$ cat config.mk
export PLATFORM = sky130hd
export DESIGN_NAME = booth_mult_ctrl_flat
export DESIGN_NICKNAME = d
export VERILOG_FILES = /design/src/rtl/booth_mult_ctrl_if.sv /design/src/rtl/booth_mult_ctrl.sv /design/src/flat_wrapper.sv
export SDC_FILE = /design/constraint.sdc
export NUM_CORES = 1
export LEC_CHECK = 0
export CORE_ASPECT_RATIO = 0.9
export CORE_MARGIN = 3
export CORE_UTILIZATION = 60
export CTS_CLUSTER_SIZE = 28
export DETAILED_ROUTE_END_ITERATION = 10
export DONT_BUFFER_PORTS = 1
export PLACE_DENSITY = 0.84
export RECOVER_POWER = 50
export SLEW_MARGIN = 10
export SYNTH_ARGS = -nofsm -noshare
export SYNTH_HDL_FRONTEND = slang
export SYNTH_SLANG_ARGS = --single-unit
$ cat constraint.sdc
create_clock -name clk -period 4.7 [get_ports clk]
set_input_delay 0.235 -clock clk [delete_from_list [all_inputs] [get_ports clk]]
set_output_delay 0.235 -clock clk [all_outputs]
set_load 0.03 [all_outputs]
$ cat src/rtl/booth_mult_ctrl_if.sv
// Start/done handshake bundle between the issuing control logic and the
// Booth multiplier.
//   start        : request pulse from issuer
//   multiplicand : signed operand M
//   multiplier   : signed operand Q
//   busy         : multiplier is in RUN or DONE
//   done         : one-cycle pulse, product valid
//   product      : 2W-bit signed result, held until the next result
interface booth_mult_ctrl_if #(
    parameter int unsigned W = 8
);
    logic             start;
    logic [W-1:0]     multiplicand;
    logic [W-1:0]     multiplier;
    logic             busy;
    logic             done;
    logic [2*W-1:0]   product;

    modport master (
        output start, multiplicand, multiplier,
        input  busy, done, product
    );

    modport slave (
        input  start, multiplicand, multiplier,
        output busy, done, product
    );
endinterface

$ cat src/rtl/booth_mult_ctrl.sv
// Sequential radix-2 Booth signed multiplier controller.
// W iterations of add/subtract/arithmetic-shift produce the exact 2W-bit
// two's-complement product.
//   clk   : rising-edge clock
//   rst_n : asynchronous active-low reset
//   bus   : slave side of booth_mult_ctrl_if (start/operands in,
//           busy/done/product out, all outputs registered)
module booth_mult_ctrl #(
    parameter int unsigned W = 8
) (
    input  logic              clk,
    input  logic              rst_n,
    booth_mult_ctrl_if.slave  bus
);

    localparam int unsigned AW    = W + 1;
    localparam int unsigned PW    = 2 * W;
    localparam int unsigned CNT_W = $clog2(W + 1);

    typedef enum logic [1:0] {
        IDLE = 2'd0,
        RUN  = 2'd1,
        DONE = 2'd2
    } state_e;

    state_e           state_q, state_d;
    logic [AW-1:0]    a_q, a_d;
    logic [AW-1:0]    m_q, m_d;
    logic [W-1:0]     q_q, q_d;
    logic             qm1_q, qm1_d;
    logic [CNT_W-1:0] cnt_q, cnt_d;
    logic [PW-1:0]    product_q, product_d;
    logic             busy_q, busy_d;
    logic             done_q, done_d;

    logic [AW-1:0]    a_sum;
    logic             accept;

    // State and datapath registers
    always_ff @(posedge clk or negedge rst_n) begin
        if (!rst_n) begin
            state_q   <= IDLE;
            a_q       <= '0;
            m_q       <= '0;
            q_q       <= '0;
            qm1_q     <= 1'b0;
            cnt_q     <= '0;
            product_q <= '0;
            busy_q    <= 1'b0;
            done_q    <= 1'b0;
        end else begin
            state_q   <= state_d;
            a_q       <= a_d;
            m_q       <= m_d;
            q_q       <= q_d;
            qm1_q     <= qm1_d;
            cnt_q     <= cnt_d;
            product_q <= product_d;
            busy_q    <= busy_d;
            done_q    <= done_d;
        end
    end

    // Next-state, Booth iteration and registered-output logic
    always_comb begin
        state_d   = state_q;
        a_d       = a_q;
        m_d       = m_q;
        q_d       = q_q;
        qm1_d     = qm1_q;
        cnt_d     = cnt_q;
        product_d = product_q;
        busy_d    = busy_q;
        done_d    = 1'b0;
        a_sum     = a_q;
        accept    = 1'b0;

        case (state_q)
            IDLE: begin
                if (bus.start) begin
                    accept = 1'b1;
                end
            end

            RUN: begin
                case ({q_q[0], qm1_q})
                    2'b01:   a_sum = a_q + m_q;
                    2'b10:   a_sum = a_q - m_q;
                    default: a_sum = a_q;
                endcase
                // Arithmetic right shift of {A', Q, q_m1}
                a_d   = {a_sum[AW-1], a_sum[AW-1:1]};
                q_d   = {a_sum[0], q_q[W-1:1]};
                qm1_d = q_q[0];
                cnt_d = cnt_q - CNT_W'(1);
                if (cnt_q == CNT_W'(1)) begin
                    state_d   = DONE;
                    done_d    = 1'b1;
                    product_d = {a_d[W-1:0], q_d};
                end
            end

            DONE: begin
                // The DONE edge is also the first edge a new request can be
                // taken, giving one multiply every W+1 cycles.
                if (bus.start) begin
                    accept = 1'b1;
                end else begin
                    state_d = IDLE;
                    busy_d  = 1'b0;
                end
            end

            default: begin
                state_d = IDLE;
                busy_d  = 1'b0;
            end
        endcase

        // Operand load on an accepting edge; M gets one guard bit so that
        // subtracting -2^(W-1) cannot overflow.
        if (accept) begin
            state_d = RUN;
            busy_d  = 1'b1;
            a_d     = '0;
            q_d     = bus.multiplier;
            qm1_d   = 1'b0;
            m_d     = {bus.multiplicand[W-1], bus.multiplicand};
            cnt_d   = CNT_W'(W);
        end
    end

    assign bus.busy    = busy_q;
    assign bus.done    = done_q;
    assign bus.product = product_q;

endmodule

$ cat src/flat_wrapper.sv
// flat-port wrapper written by rule: the top's interface ports become plain ports
module booth_mult_ctrl_flat 
#(
    parameter int unsigned W = 8
)
  (clk, rst_n, bus_start, bus_multiplicand, bus_multiplier, bus_busy, bus_done, bus_product);
  booth_mult_ctrl_if #(.W(W)) bus_i ();
  input  logic clk;
  input  logic rst_n;
  input wire logic [$bits(bus_i.start)-1:0] bus_start;
  input wire logic [$bits(bus_i.multiplicand)-1:0] bus_multiplicand;
  input wire logic [$bits(bus_i.multiplier)-1:0] bus_multiplier;
  output wire logic [$bits(bus_i.busy)-1:0] bus_busy;
  output wire logic [$bits(bus_i.done)-1:0] bus_done;
  output wire logic [$bits(bus_i.product)-1:0] bus_product;
  assign bus_i.start = bus_start;
  assign bus_i.multiplicand = bus_multiplicand;
  assign bus_i.multiplier = bus_multiplier;
  assign bus_busy = bus_i.busy;
  assign bus_done = bus_i.done;
  assign bus_product = bus_i.product;
  booth_mult_ctrl #(.W(W)) u_core (.clk(clk), .rst_n(rst_n), .bus(bus_i));
endmodule
### Word level (Yosys, flattened, before mapping)

Index checks and enable logic that the tools add are counted.

| operators by class | value |
|---|---|
| multiply operators | 0 |
| add/sub/neg operators | 3 |
| shift operators | 0 |
| $lt $le $gt $ge | 0 |
| bitwise operators | 0 |
| divide/modulo/power cells | 0 |
| reductions and logical operators | 7 |
| multiplexer cells | 20 |
| eq/ne operators | 9 |

Operator list:

| cell | count |
|---|---|
| $mux W9 | 2 |
| $pmux W9 S2 | 1 |
| $mux W8 | 2 |
| $add A9 B9 Y9 | 1 |
| $sub A9 B9 Y9 | 1 |
| $mux W1 | 8 |
| $mux W4 | 2 |
| $mux W2 | 3 |
| $pmux W2 S3 | 1 |
| $eq A2 B1 Y1 const B | 2 |
| $eq A2 B2 Y1 const B | 2 |
| $eq A4 B1 Y1 const B | 1 |
| $ne A2 B1 Y1 const B | 2 |
| $reduce_and A2 Y1 | 2 |
| $reduce_or A2 Y1 | 2 |
| $sub A4 B1 Y4 const B | 1 |
| $ne A3 B1 Y1 const B | 1 |
| $ne A3 B2 Y1 const B | 1 |
| $reduce_and A3 Y1 | 1 |
| $logic_not A2 Y1 | 1 |
| $pmux W1 S2 | 1 |
| $reduce_bool A2 Y1 | 1 |

| storage, ports and cells | value |
|---|---|
| input port bits | 19 |
| word-level logic and storage cells | 48 |
| register bits | 50 |
| memories | 0 |
| bits in latches | 0 |
| RAM bits | 0 |
| output and inout port bits | 18 |
| ROM bits | 0 |

### Longest topological paths before layout

| logic depth | value |
|---|---|
| depth after elaboration | 5 |
| gate-level depth with buffers | 12 |
| mapped depth without buffers | 12 |

### Worst setup path after synthesis

No wires, ideal clock.

| timing path | value |
|---|---|
| path type | register to register |
| start point | register u_core.qm1_q |
| end point | register u_core.a_q[7] |
| setup slack | 2.074 ns |
| data required time | 4.626 ns |
| period minus slack after synthesis | 2.626 ns |
| arrival time | 2.552 ns |
| setup time | 0.074 ns |
| stages on the path, launching flop included | 12 |
| path buffers | 1 |
| path through | dfrtp_1 > inv_1 > ha_1 > clkbuf_1 > mux2_2 > fa_1 > nand2b_1 > a21oi_1 > o22ai_2 > mux2i_1 > or3_1 > o21ai_2 |

| between the ends | value |
|---|---|
| word-level cells in the longest chain between the ends | 4 |
| elaborated cells on any way between the ends | 5 |
| classes of those cells | 2 x eq/ne; 3 x mux |

RTL lines:

| what | line | RTL |
|---|---|---|
| from (decl) | booth_mult_ctrl.sv:30 | `logic qm1_q, qm1_d;` |
| from (signal assigned) | booth_mult_ctrl.sv:56 | `qm1_q <= qm1_d;` |
| $eq A2 B2 Y1 / $eq A2 B1 Y1 (equally long branches) | booth_mult_ctrl.sv:86 | `case ({q_q[0], qm1_q})` |
| $pmux W9 S2 * | booth_mult_ctrl.sv:86 |  |
| $mux W9 * | booth_mult_ctrl.sv:78 | `case (state_q)` |
| $mux W9 * | booth_mult_ctrl.sv:122 | `if (accept) begin` |
| to (signal assigned) | booth_mult_ctrl.sv:43 | `a_q <= '0;` |
| to (signal assigned) | booth_mult_ctrl.sv:53 | `a_q <= a_d;` |
| to (decl) | booth_mult_ctrl.sv:27 | `logic [AW-1:0] a_q, a_d;` |

Every way passes the cells marked *; elsewhere a longest branch is shown, timed or not. The select of a mux whose other input is x is not followed.
A chain may end at the register's enable or synchronous reset.

### Final worst setup path

| timing path | value |
|---|---|
| start point | register u_core.m_q[1] |
| end point | register u_core.product_q[15] (netlist: u_core.bus.product[15]) |

| between the ends | value |
|---|---|
| word-level cells in the longest chain between the ends | 2 |
| elaborated cells on any way between the ends | 3 |
| classes of those cells | 2 x add/sub; 1 x mux |

RTL lines:

| what | line | RTL |
|---|---|---|
| from (decl) | booth_mult_ctrl.sv:28 | `logic [AW-1:0] m_q, m_d;` |
| from (signal assigned) | booth_mult_ctrl.sv:54 | `m_q <= m_d;` |
| $sub A9 B9 Y9 / $add A9 B9 Y9 (equally long branches) | booth_mult_ctrl.sv:88, booth_mult_ctrl.sv:87 |  |
| $pmux W9 S2 * | booth_mult_ctrl.sv:86 |  |
| to (signal assigned) | booth_mult_ctrl.sv:58 | `product_q <= product_d;` |
| to (decl) | booth_mult_ctrl.sv:32 | `logic [PW-1:0] product_q, product_d;` |

Every way passes the cells marked *; elsewhere a longest branch is shown, timed or not.

==> qor.txt <==
Worst-Skew Late Latency: 300 ps
Die height: 67.4 µm
Antenna violations before repair: 0
Fmax: 344 MHz
Per-cell routed wire length: 16.2 µm
DRT antenna net count: 0
Setup Viol. Count Final: 0
Library cells used by synthesis: 37
Tcrit/Tclk final: 0.618
Post-synth EDFFs: 0
Clock sinks: 49
Root buf cell: clkbuf_8
Layout cell share with drive strength beyond 1: 0.0704
Post-synth top area cell: dfrtp_1
Worst Setup Path Type: reg2reg
Critical Path End Type: flip-flop
DP HPWL: 3640 µm
H-tree Lvls: 2
Largest net degree at the start of global routing: 50
Yosys top cell area share: 0.488
# IOs: 37
Rel. slew slack: -0.669
CP max FO: 4
DRT Pass-1 Iters: 6
Fin Hold WS: 41.5 ps
Nets: 302
Total number of vias: 1,883
CTS buffer count: 5
CTS clk-pin slew, worst paths: 90 ps
Net count after synthesis: 303
Grt ovf: 0
Worst path required time: 4880 ps
CP max stage cell: or4_4
Crit-path cells: inv_1 -> ha_1 -> nor3b_1 -> a21oi_1 -> xnor2_1 -> ha_1 -> or4_4 -> o22ai_2 -> mux2i_1 -> xor2_1 -> o21ai_0
Buf/Inv on CP: 1
MaxCap Viol Count: 1
Clk_skew: 7.43 ps
First-pass GRT wire length: 8490 µm
Fillers: 290
Drt total wl: 5130 µm
Tot GR Track Use: 0.223
Largest delay share family, worst path: simple AND/OR/NAND/NOR gates
Synthesized instance count: 271
Yosys synthesis warning count: 0
Setup TNS: 0 ps
P&R area growth vs syn: 5.83%
Data arrival, critical path: 3080 ps
Slew @ Worst Pin: 2500 ps
Die X: 74.2 µm
Core area: 3860 µm²
Mapped cell area: 2510 µm²
CP peak stage delay: 530 ps
Most used cell along the critical path: ha_1
TritonCTS clock tree: built
Rows: 21
Clock buffer depth: 2
Crit path launch type: flip-flop
Post-synthesis sequential area ratio: 0.488
Async S/R FF share, synth: 1.00
Postcts setup bufs: 0
Detailed-route DRC error count: 0
Hold/Removal Path Class: in2reg
Status: finished with violations
Top cells by area, synth: dfrtp_1, nand2_1, ha_1, o21ai_0, xnor2_1
I/O Buffers: 0
Failing checks: capacitance limit, slew limit
Die area: 5000 µm²
GPL Wtd Cong: 0.844
Vias in the first global route: 1,905
Unrepaired setup endpoints after global routing: false
Avg Inst Size Synth: 9.27 µm²
Final count of hold timing violations: 0
Ys flop type: dfrtp_1
Ant diodes: 0
Initial DRC Count: 133
Commonest non-fill, non-tap cell in the layout: nand2_1
Seq cells post-synth: 49
Count of pins over their slew limit: 50
Most frequent cells in the layout: nand2_1, dfrtp_1, o21ai_0
Initial core utilization: 0.650
Period minus WS final: 2900 ps
Vias per cell: 5.96
-- Yosys cell counts (all sizes together), types with 2 or more instances --
cell type  instances
nor3               3
nand2             71
ha                12
a22oi              6
clkbuf            10
nand3              2
xnor2              9
o21ai             21
and2               2
a21oi              6
a31oi              5
nor2b              3
nor3b              2
nand2b             5
dfrtp             49
mux2i              4
o21a               2
buf                2
inv               13
xor2               6
a22o               5
mux2               5
nor2              17
-- cell type report --
class	instances	area (µm²)	share of cell area
multi-input cells	197	1190	0.449
flip-flops and latches	49	1230	0.461
clock inverters	2	35.0	0.0132
well taps	46	57.6	0.0216
clock buffers	5	68.8	0.0259
repair buffers	4	28.8	0.0108
inverters	13	48.8	0.0184
-- per-stage QoR --
step	setup WS [ps]	area, µm²	util	std cells
final	1800	2660	0.688	316
after global routing	1510	2660	0.688	316
after detailed placement	1830	2540	0.657	307
after CTS	1820	2680	0.694	316
after floorplan	2070	2510	-	271
after global placement	1970	2540	0.657	307
-- logic make-up (layout without fill, tap and decap cells) --
family	count (synthesis)	after routing	share of synthesized area
AOI/OAI and AO/OA	50	50	0.127
adders and majority gates	13	13	0.0677
muxes	9	9	0.0383
and+or+nand+nor	110	110	0.189
DFF	49	49	0.488
buffers and inverters	25	24	0.0378
xor gates and xnor gates	15	15	0.0523
-- timing repair --
action | 4_1_cts | 5_1_grt
endpoints found under the hold margin | 49 | 0
resized for setup | 0 | 0
hold buffers | 2 | 0
-- state kept, by name, summed over array words and instances, names as in the netlist --
register            cells
u_core.state_q          2
u_core.m_q              8
u_core.bus.busy         1
u_core.a_q              8
u_core.q_q              8
u_core.bus.done         1
u_core.bus.product     16
u_core.qm1_q            1
u_core.cnt_q            4
-- final timing paths --
check                                          to  slack [ps]           startpoint  cells after the start
max                        u_core.bus.product[15]        1800        u_core.m_q[1]                     11
min                                 u_core.m_q[6]          40  bus_multiplicand[6]                      2
max reg2reg                u_core.bus.product[15]        1800        u_core.m_q[1]                     11
min reg2reg                       u_core.bus.busy         500    u_core.state_q[1]                      1
max in group asynchronous           u_core.m_q[1]        2020                rst_n                      2
min in group asynchronous   u_core.bus.product[9]        1260                rst_n                      2
-- routing by layer --
| metal | wire (µm) | share of wire | GRT usage |
|---|---|---|---|
| met3 | 312 | 0.061 | 0.0491 |
| met5 | 0 | 0 | 0 |
| met2 | 2510 | 0.49 | 0.377 |
| met4 | 97 | 0.019 | 0.0733 |
| met1 | 2210 | 0.43 | 0.286 |
Power is left out: the tool's default activity adds up to more than one toggle a clock period on the data nets, which glitch-free logic cannot reach.
